$ cat src/rtl/fifo_sync_flags.sv
// Single-clock FIFO with write/read handshake, fill-level count,
// programmable almost-full/almost-empty thresholds and sticky error flags.
// FWFT selects between a registered read (one-cycle latency) and
// first-word-fall-through presentation of the head word.
module fifo_sync_flags #(
    parameter int DATA_WIDTH = 8,
    parameter int DEPTH      = 8,
    parameter int FWFT       = 0,
    parameter int AF_LEVEL   = DEPTH - 2,
    parameter int AE_LEVEL   = 1
) (
    input  logic                       clk,
    input  logic                       rstn,
    input  logic                       wr_en,
    input  logic [DATA_WIDTH-1:0]      data_in,
    input  logic                       rd_en,
    input  logic                       err_clr,
    output logic [DATA_WIDTH-1:0]      data_out,
    output logic                       data_valid,
    output logic                       full,
    output logic                       empty,
    output logic                       almost_full,
    output logic                       almost_empty,
    output logic [$clog2(DEPTH+1)-1:0] count,
    output logic                       overflow,
    output logic                       underflow
);

    localparam int AW = $clog2(DEPTH);
    localparam int CW = $clog2(DEPTH + 1);

    localparam logic [AW-1:0] PTR_ONE   = AW'(1);
    localparam logic [CW-1:0] CNT_ONE   = CW'(1);
    localparam logic [CW-1:0] CNT_ZERO  = CW'(0);
    localparam logic [CW-1:0] CNT_DEPTH = CW'(DEPTH);
    localparam logic [CW-1:0] CNT_AF    = CW'(AF_LEVEL);
    localparam logic [CW-1:0] CNT_AE    = CW'(AE_LEVEL);

    logic [DATA_WIDTH-1:0] r_mem [DEPTH];
    logic [AW-1:0]         r_wr_ptr;
    logic [AW-1:0]         r_rd_ptr;
    logic [CW-1:0]         r_count;
    logic                  r_overflow;
    logic                  r_underflow;

    logic w_full;
    logic w_empty;
    logic w_wr_acc;
    logic w_rd_acc;

    // Status decodes of the registered count and the accept qualifiers.
    always_comb begin
        w_full   = (r_count == CNT_DEPTH);
        w_empty  = (r_count == CNT_ZERO);
        w_wr_acc = wr_en && !w_full;
        w_rd_acc = rd_en && !w_empty;
    end

    // Storage write; contents are not reset, only the pointers are.
    always_ff @(posedge clk) begin
        if (w_wr_acc) begin
            r_mem[r_wr_ptr] <= data_in;
        end
    end

    // Pointer advance; natural wrap of the log2(DEPTH)-bit pointers.
    always_ff @(posedge clk or negedge rstn) begin
        if (!rstn) begin
            r_wr_ptr <= {AW{1'b0}};
            r_rd_ptr <= {AW{1'b0}};
        end else begin
            if (w_wr_acc) begin
                r_wr_ptr <= r_wr_ptr + PTR_ONE;
            end
            if (w_rd_acc) begin
                r_rd_ptr <= r_rd_ptr + PTR_ONE;
            end
        end
    end

    // Fill level: a balanced write+read leaves the count unchanged.
    always_ff @(posedge clk or negedge rstn) begin
        if (!rstn) begin
            r_count <= CNT_ZERO;
        end else begin
            case ({w_wr_acc, w_rd_acc})
                2'b10:   r_count <= r_count + CNT_ONE;
                2'b01:   r_count <= r_count - CNT_ONE;
                default: r_count <= r_count;
            endcase
        end
    end

    // Sticky error flags; a new error event wins over a same-cycle clear.
    always_ff @(posedge clk or negedge rstn) begin
        if (!rstn) begin
            r_overflow  <= 1'b0;
            r_underflow <= 1'b0;
        end else begin
            if (wr_en && w_full) begin
                r_overflow <= 1'b1;
            end else if (err_clr) begin
                r_overflow <= 1'b0;
            end
            if (rd_en && w_empty) begin
                r_underflow <= 1'b1;
            end else if (err_clr) begin
                r_underflow <= 1'b0;
            end
        end
    end

    generate
        if (FWFT != 0) begin : g_fwft
            // Head word is presented directly; forced to zero while empty so
            // the output is defined out of reset.
            always_comb begin
                if (w_empty) begin
                    data_out = {DATA_WIDTH{1'b0}};
                end else begin
                    data_out = r_mem[r_rd_ptr];
                end
                data_valid = !w_empty;
            end
        end else begin : g_reg_read
            logic [DATA_WIDTH-1:0] r_data_out;
            logic                  r_data_valid;

            // Registered read: capture the head on an accepted read, valid for one cycle.
            always_ff @(posedge clk or negedge rstn) begin
                if (!rstn) begin
                    r_data_out   <= {DATA_WIDTH{1'b0}};
                    r_data_valid <= 1'b0;
                end else begin
                    r_data_valid <= w_rd_acc;
                    if (w_rd_acc) begin
                        r_data_out <= r_mem[r_rd_ptr];
                    end
                end
            end

            assign data_out   = r_data_out;
            assign data_valid = r_data_valid;
        end
    endgenerate

    assign full         = w_full;
    assign empty        = w_empty;
    assign almost_full  = (r_count >= CNT_AF);
    assign almost_empty = (r_count <= CNT_AE);
    assign count        = r_count;
    assign overflow     = r_overflow;
    assign underflow    = r_underflow;

endmodule

$ cat config.mk
export PLATFORM = sky130hd
export DESIGN_NAME = fifo_sync_flags
export DESIGN_NICKNAME = d
export VERILOG_FILES = /design/src/rtl/fifo_sync_flags.sv
export SDC_FILE = /design/constraint.sdc
export NUM_CORES = 1
export LEC_CHECK = 0
export CORE_ASPECT_RATIO = 0.9
export CORE_MARGIN = 5
export CORE_UTILIZATION = 45
export CTS_BUF_LIST = sky130_fd_sc_hd__clkbuf_16
export CTS_CLUSTER_SIZE = 28
export DETAILED_ROUTE_END_ITERATION = 8
export PLACE_DENSITY = 0.75
export SLEW_MARGIN = 10
export SYNTH_ARGS = -nofsm -noshare
export SYNTH_HDL_FRONTEND = slang
export SYNTH_SLANG_ARGS = --single-unit
$ cat constraint.sdc
create_clock -name clk -period 4.2 [get_ports clk]
set_clock_uncertainty 0.15 [all_clocks]
set_input_delay 0.84 -clock clk [delete_from_list [all_inputs] [get_ports clk]]
set_output_delay 0.84 -clock clk [all_outputs]
set_load 0.05 [all_outputs]
==> flow_summary.json, run 1 <==
{
  "status": "finished clean",
  "grt_use_met1": 0.203,
  "top_usage_layer": "met2",
  "dr.pass1.iters": 4,
  "drive_gt1_frac": 0.135,
  "antenna_found_initial": 0,
  "max_freq_mhz": 305,
  "synth_compound_area_frac": 0.0739,
  "cp.arrival_ns": 2.28,
  "grt_max_degree": 23,
  "grt_pass1_wl_um": 10900,
  "areaGrowthSynthToFinish_pct": 19.4,
  "finalSetupTns_ns": 0,
  "maxCapViolations": 0,
  "synth_fa_ha_area_frac": 0.0252,
  "clkLatencyLatePin_ns": 0.33,
  "die_h_um": 93.3,
  "routed_wl_um": 7160,
  "layout.nets": 275,
  "hold_viol_final": 0,
  "buffer_ports.inserted": 31,
  "die_w_um": 103,
  "start_util": 0.460,
  "post-cts-setup-buffers": 0,
  "ys_seq_area_frac": 0.705,
  "cts_root_buf": "clkbuf_16",
  "clk_pin_slew_ns": 0.06,
  "ant_nets": 0,
  "cts.path.max_buffers": 2,
  "power_density_nw_per_um2": 764,
  "rows": 30,
  "drt-initial-drc-count": 76,
  "muxShareOfSynthArea": 0.107,
  "finalSetupViolations": 0,
  "io_pins": 32,
  "ys_warn_count": 0,
  "gp_congestion": 0.793,
  "diodes": 0,
  "ys_types": 28,
  "coreArea_sq_um": 7540,
  "met2_usage": 0.255,
  "synthSimpleGateAreaFrac": 0.0461,
  "synth_fp_nets": 236,
  "drv_slew": 0,
  "holdBufCountCts": 0,
  "cp-start-kind": "register",
  "finalCriticalPeriod_ns": 3.27,
  "cts_sinks": 85,
  "synth-async-reset-ratio": 0.247,
  "wire_per_inst_um": 20.1,
  "ys_seq_elements": 85,
  "htree_levels": 3,
  "grt_pass1_vias": 2018,
  "min_period_over_period": 0.780,
  "max-slew-margin-rel": 0.289,
  "cts_tree": "built",
  "grt-ovfl-total": 0,
  "cts_resized": 0,
  "synth_top_family_by_area": "multiplexers",
  "syn_inst": 216,
  "track_usage": 0.158,
  "worstSetupPathType": "reg -> out",
  "cp.required_ns": 3.21,
  "drc": 0,
  "via_per_inst": 5.61,
  "vias": 1996,
  "peakVddDrop_uv": 260,
  "fill_cells": 597,
  "netlist_area_sq_um": 3470,
  "cts_inserted_buffers": 9,
  "synth_ff_type": "edfxtp_1",
  "grt_setup_unrepaired": "no",
  "critPathMaxFanout": 7,
  "postSynthAreaPerCell_sq_um": 16.1,
  "grt.met3_usage": 0.0567,
  "synth_edf_count": 64,
  "die_area_sq_um": 9570,
  "synth_xor_area_frac": 0.0202,
  "endpoint_kind": "primary output",
  "worst_slew_pin_slew_ns": 1.07,
  "p_leak_nw": 1.51,
  "place.detailed.hpwl_um": 4420,
  "hold_class": "reg -> reg",
  "finalPower_mw": 3.17
}
[sequential cells by signal, indices dropped and copies added, names as in the netlist]
| register | flops |
|---|---|
| r_mem | 64 |
| data_out | 8 |
| count | 4 |
| r_rd_ptr | 3 |
| r_wr_ptr | 3 |
| data_valid | 1 |
| overflow | 1 |
| underflow | 1 |
[critical path, stage by stage (launching register included)]
cell             delay, ns
dfrtp_1               0.45
inv_1                 0.11
ha_1                  0.21
nor3b_1               0.31
clkdlybuf4s50_1       0.87
[cell type report]
type / instances / area [sq um] / share of cell area
Clock buffer: 9 / 225 / 0.0543
Multi-Input combinational cell: 117 / 947 / 0.229
Clock inverter: 7 / 33.8 / 0.00815
Tap cell: 96 / 120 / 0.0290
Timing Repair Buffer: 36 / 348 / 0.0839
Inverter: 6 / 22.5 / 0.00543
Sequential cell: 85 / 2450 / 0.591
[metal layers]
metal  part of all wire  vias up  routed length, um
met3              0.068        8                487
met5                  0        -                  0
met4             0.0088        0                 63
met2               0.51       67               3630
li1                   -      904                  -
met1               0.42     1017               2980
[cell families after synthesis]
logic type / Yosys count
flops: 85
compound gates: 37
mux: 35
simple gates: 30
buf+inv: 14
xor+xnor: 8
fa+ha+maj: 7
[metrics by stage]
| step | hold slack [ns] | utilization | cells | worst slack (ns) | instance area, sq um |
|---|---|---|---|---|---|
| after floorplan | 0.336 | - | 216 | 1.17 | 3470 |
| after global placement | 0.342 | 0.515 | 340 | 1.28 | 3880 |
| after detailed placement | 0.351 | 0.515 | 340 | 1.23 | 3880 |
| after CTS | 0.365 | 0.549 | 356 | 0.903 | 4140 |
| after global routing | 0.401 | 0.549 | 356 | 0.769 | 4140 |
| final | 0.358 | 0.549 | 356 | 0.926 | 4140 |
[Yosys cell counts (6+ instances only)]
cell type / number / share of area
o21ai_0: 10 / 0.014
dfrtp_1: 21 / 0.15
ha_1: 7 / 0.025
o22ai_1: 8 / 0.014
mux2i_1: 17 / 0.049
mux2_2: 18 / 0.058
xnor2_1: 6 / 0.015
o31ai_1: 8 / 0.017
a22o_1: 10 / 0.025
inv_1: 6 / 0.0065
edfxtp_1: 64 / 0.55
nor2_1: 9 / 0.0097
[final timing paths]
| path | start | to | slack [ns] | cells past startpoint |
|---|---|---|---|---|
| max | count[0]$_DFFE_PN0P_ | empty | 0.93 | 4 |
| min | data_out[0]$_DFFE_PN0P_ | data_out[0]$_DFFE_PN0P_ | 0.36 | 2 |
| min reg2reg | data_out[0]$_DFFE_PN0P_ | data_out[0]$_DFFE_PN0P_ | 0.36 | 2 |
| max reg2reg | count[0]$_DFFE_PN0P_ | count[3]$_DFFE_PN0P_ | 1.36 | 11 |
| max in group asynchronous | rstn | data_out[0]$_DFFE_PN0P_ | 2.39 | 1 |
| min in group asynchronous | rstn | count[1]$_DFFE_PN0P_ | 0.90 | 1 |
[cell usage in the layout (no fill, tap or decap), drive strengths merged]
master and count:
clkinv 4, nor2b 1, xor2 2, nor2 9, nand4b 1, o21ai 10
clkdlybuf4s50 31, xnor2 6, dfrtp 21, buf 5, edfxtp 64, inv 7
nand3b 3, nand3 2, clkinvlp 2, nor3b 1, ha 7, nand2b 5
or4b 1, clkbuf 9, nand2 4, a22o 10, mux2i 17, nor3 3
o31ai 8, mux2 18, a21oi 1, o22ai 8
[power by group]
| part | switching (mW) | internal, mW | total, mW |
|---|---|---|---|
| combinational | 0.720 | 0.480 | 1.20 |
| clock | 0.303 | 0.390 | 0.693 |
| sequential | 0.169 | 1.10 | 1.27 |
| total | 1.19 | 1.97 | 3.17 |
(Power assumes the default switching activity.)
==> run 2: changes to the inputs <==
clock period = 3.1 ns   (was 4.2 ns; I/O delays follow)
==> flow_summary.json, run 2 (synthesis gave the netlist of run 1 again) <==
{
  "cts_tree": "built",
  "r2r_slack_ns": 0.60,
  "clk_pin_slew_ns": 0.06,
  "finalSetupTns_ns": 0,
  "grt_pass1_wl_um": 10700,
  "clockPowerShare": 0.227,
  "gp_congestion": 0.782,
  "dr.pass1.iters": 4,
  "drc": 0,
  "p_comb_frac": 0.393,
  "grt_pass1_vias": 1907,
  "drv_slew": 0,
  "fill_cells": 608,
  "io_pins": 32,
  "diodes": 0,
  "power_density_nw_per_um2": 1030,
  "intPower_mw": 2.73,
  "share_seq_of_total_power": 0.380,
  "cp.required_ns": 2.33,
  "swShare": 0.375,
  "drt-initial-drc-count": 128,
  "largest_reg_flops": 64,
  "rows": 30,
  "routed_wl_um": 6950,
  "p_leak_nw": 1.60,
  "hold_ws_ns": 0.355,
  "place.detailed.hpwl_um": 4370,
  "coreArea_sq_um": 7540,
  "hold_class": "reg -> reg",
  "wire_per_inst_um": 19.0,
  "antenna_found_initial": 0,
  "grt_max_degree": 35,
  "maxCapViolations": 0,
  "cp-start-kind": "register",
  "hold_viol_final": 0,
  "cts_inserted_buffers": 9,
  "layout_common_cells": "edfxtp_1, clkdlybuf4s50_1, dfrtp_1",
  "grt-ovfl-total": 0,
  "endpoint_kind": "primary output",
  "seqCellArea_sq_um": 2450,
  "cp.arrival_ns": 2.16,
  "die_h_um": 93.3,
  "finalSetupViolations": 0,
  "start_util": 0.460,
  "vias": 1944,
  "max_freq_mhz": 341,
  "largest_register": "r_mem",
  "max-slew-margin-rel": 0.511,
  "cts_root_buf": "clkbuf_16",
  "p_sw_mw": 1.64,
  "worst_slew_pin_slew_ns": 0.732,
  "ant_nets": 0,
  "htree_levels": 3,
  "die_area_sq_um": 9570,
  "layout_commonest_cell": "edfxtp_1",
  "track_usage": 0.153,
  "min_period_over_period": 0.946,
  "critPathMaxFanout": 7,
  "holdBufCountCts": 0,
  "via_per_inst": 5.33,
  "drive_gt1_frac": 0.186,
  "areaGrowthSynthToFinish_pct": 22.4,
  "grt_setup_unrepaired": "no",
  "finalCriticalPeriod_ns": 2.93,
  "die_w_um": 103,
  "worstSetupPathType": "reg -> out",
  "buffer_ports.inserted": 31,
  "status": "finished clean",
  "peakVddDrop_uv": 354,
  "cts_sinks": 85,
  "clkLatencyLatePin_ns": 0.33,
  "layout.nets": 284,
  "multiInputGateArea_sq_um": 947,
  "cts.path.max_buffers": 2
}
run 2: changes by cell type in the layout (fill, tap and decap cells not counted), sizes merged:
| cell | change |
|---|---|
| clkinvlp | -1 |
| inv | +2 |
| dlymetal6s2s | +1 |
| clkinv | -1 |
| clkdlybuf4s50 | -2 |
| buf | +10 |
run 2: per-stage QoR:
stage          total power, mW  cells  area (sq um)  setup slack [ns]  utilization
3_3_place_gp              3.36    349          3960             0.529        0.525
3_5_place_dp              3.39    349          3960             0.443        0.525
5_1_grt                   4.55    365          4250            0.0633        0.563
2_1_floorplan             2.86    216          3470             0.277            -
6_report                  4.36    365          4250             0.168        0.563
4_1_cts                   4.39    365          4240            0.0865        0.563
run 2: power by group through the flow:
| stage | logic (mW) | clock network (mW) | registers [mW] |
|---|---|---|---|
| finish | 1.71 | 0.990 | 1.66 |
| global route | 1.81 | 1.05 | 1.68 |
| CTS | 1.73 | 1.01 | 1.66 |
| detailed placement | 1.72 | 0 | 1.67 |
| global placement | 1.70 | 0 | 1.67 |
| floorplan | 0.904 | 0 | 1.96 |
run 2: final timing paths:
kind	endpoint	startpoint	cells after the start
max	almost_empty	count[0]$_DFFE_PN0P_	5
min	data_out[6]$_DFFE_PN0P_	data_out[6]$_DFFE_PN0P_	2
max reg2reg	count[3]$_DFFE_PN0P_	count[0]$_DFFE_PN0P_	9
min reg2reg	data_out[6]$_DFFE_PN0P_	data_out[6]$_DFFE_PN0P_	2
max in group asynchronous	r_rd_ptr[0]$_DFFE_PN0P_	rstn	2
min in group asynchronous	data_out[1]$_DFFE_PN0P_	rstn	2
run 2: area by class of cell:
cell class / instances / share of cell area
clock inverter: 7 / 0.0133
timing repair buffer: 45 / 0.101
multi-input combinational: 117 / 0.223
sequential: 85 / 0.576
clock buffer: 9 / 0.0530
inverter: 6 / 0.00530
tap: 96 / 0.0283
run 2: worst max-delay path, cell delays in order, from the launching register on:
cell and delay, ns:
dfrtp_1 0.46, inv_1 0.13, ha_1 0.22, nor2_1 0.05, nor3_1 0.14, clkdlybuf4s50_1 0.84
run 2: timing repair:
action,4_1_cts,5_1_grt
buffers inserted,0,0
endpoints found under the setup margin,0,1
gates resized for setup,0,1
run 2: metal layers:
metal,global-route usage,vias to the layer above,share of wire
met2,0.254,44,0.52
met4,0.0317,0,0.011
met1,0.194,970,0.43
met5,0,-,0
li1,-,923,-
met3,0.0544,7,0.041
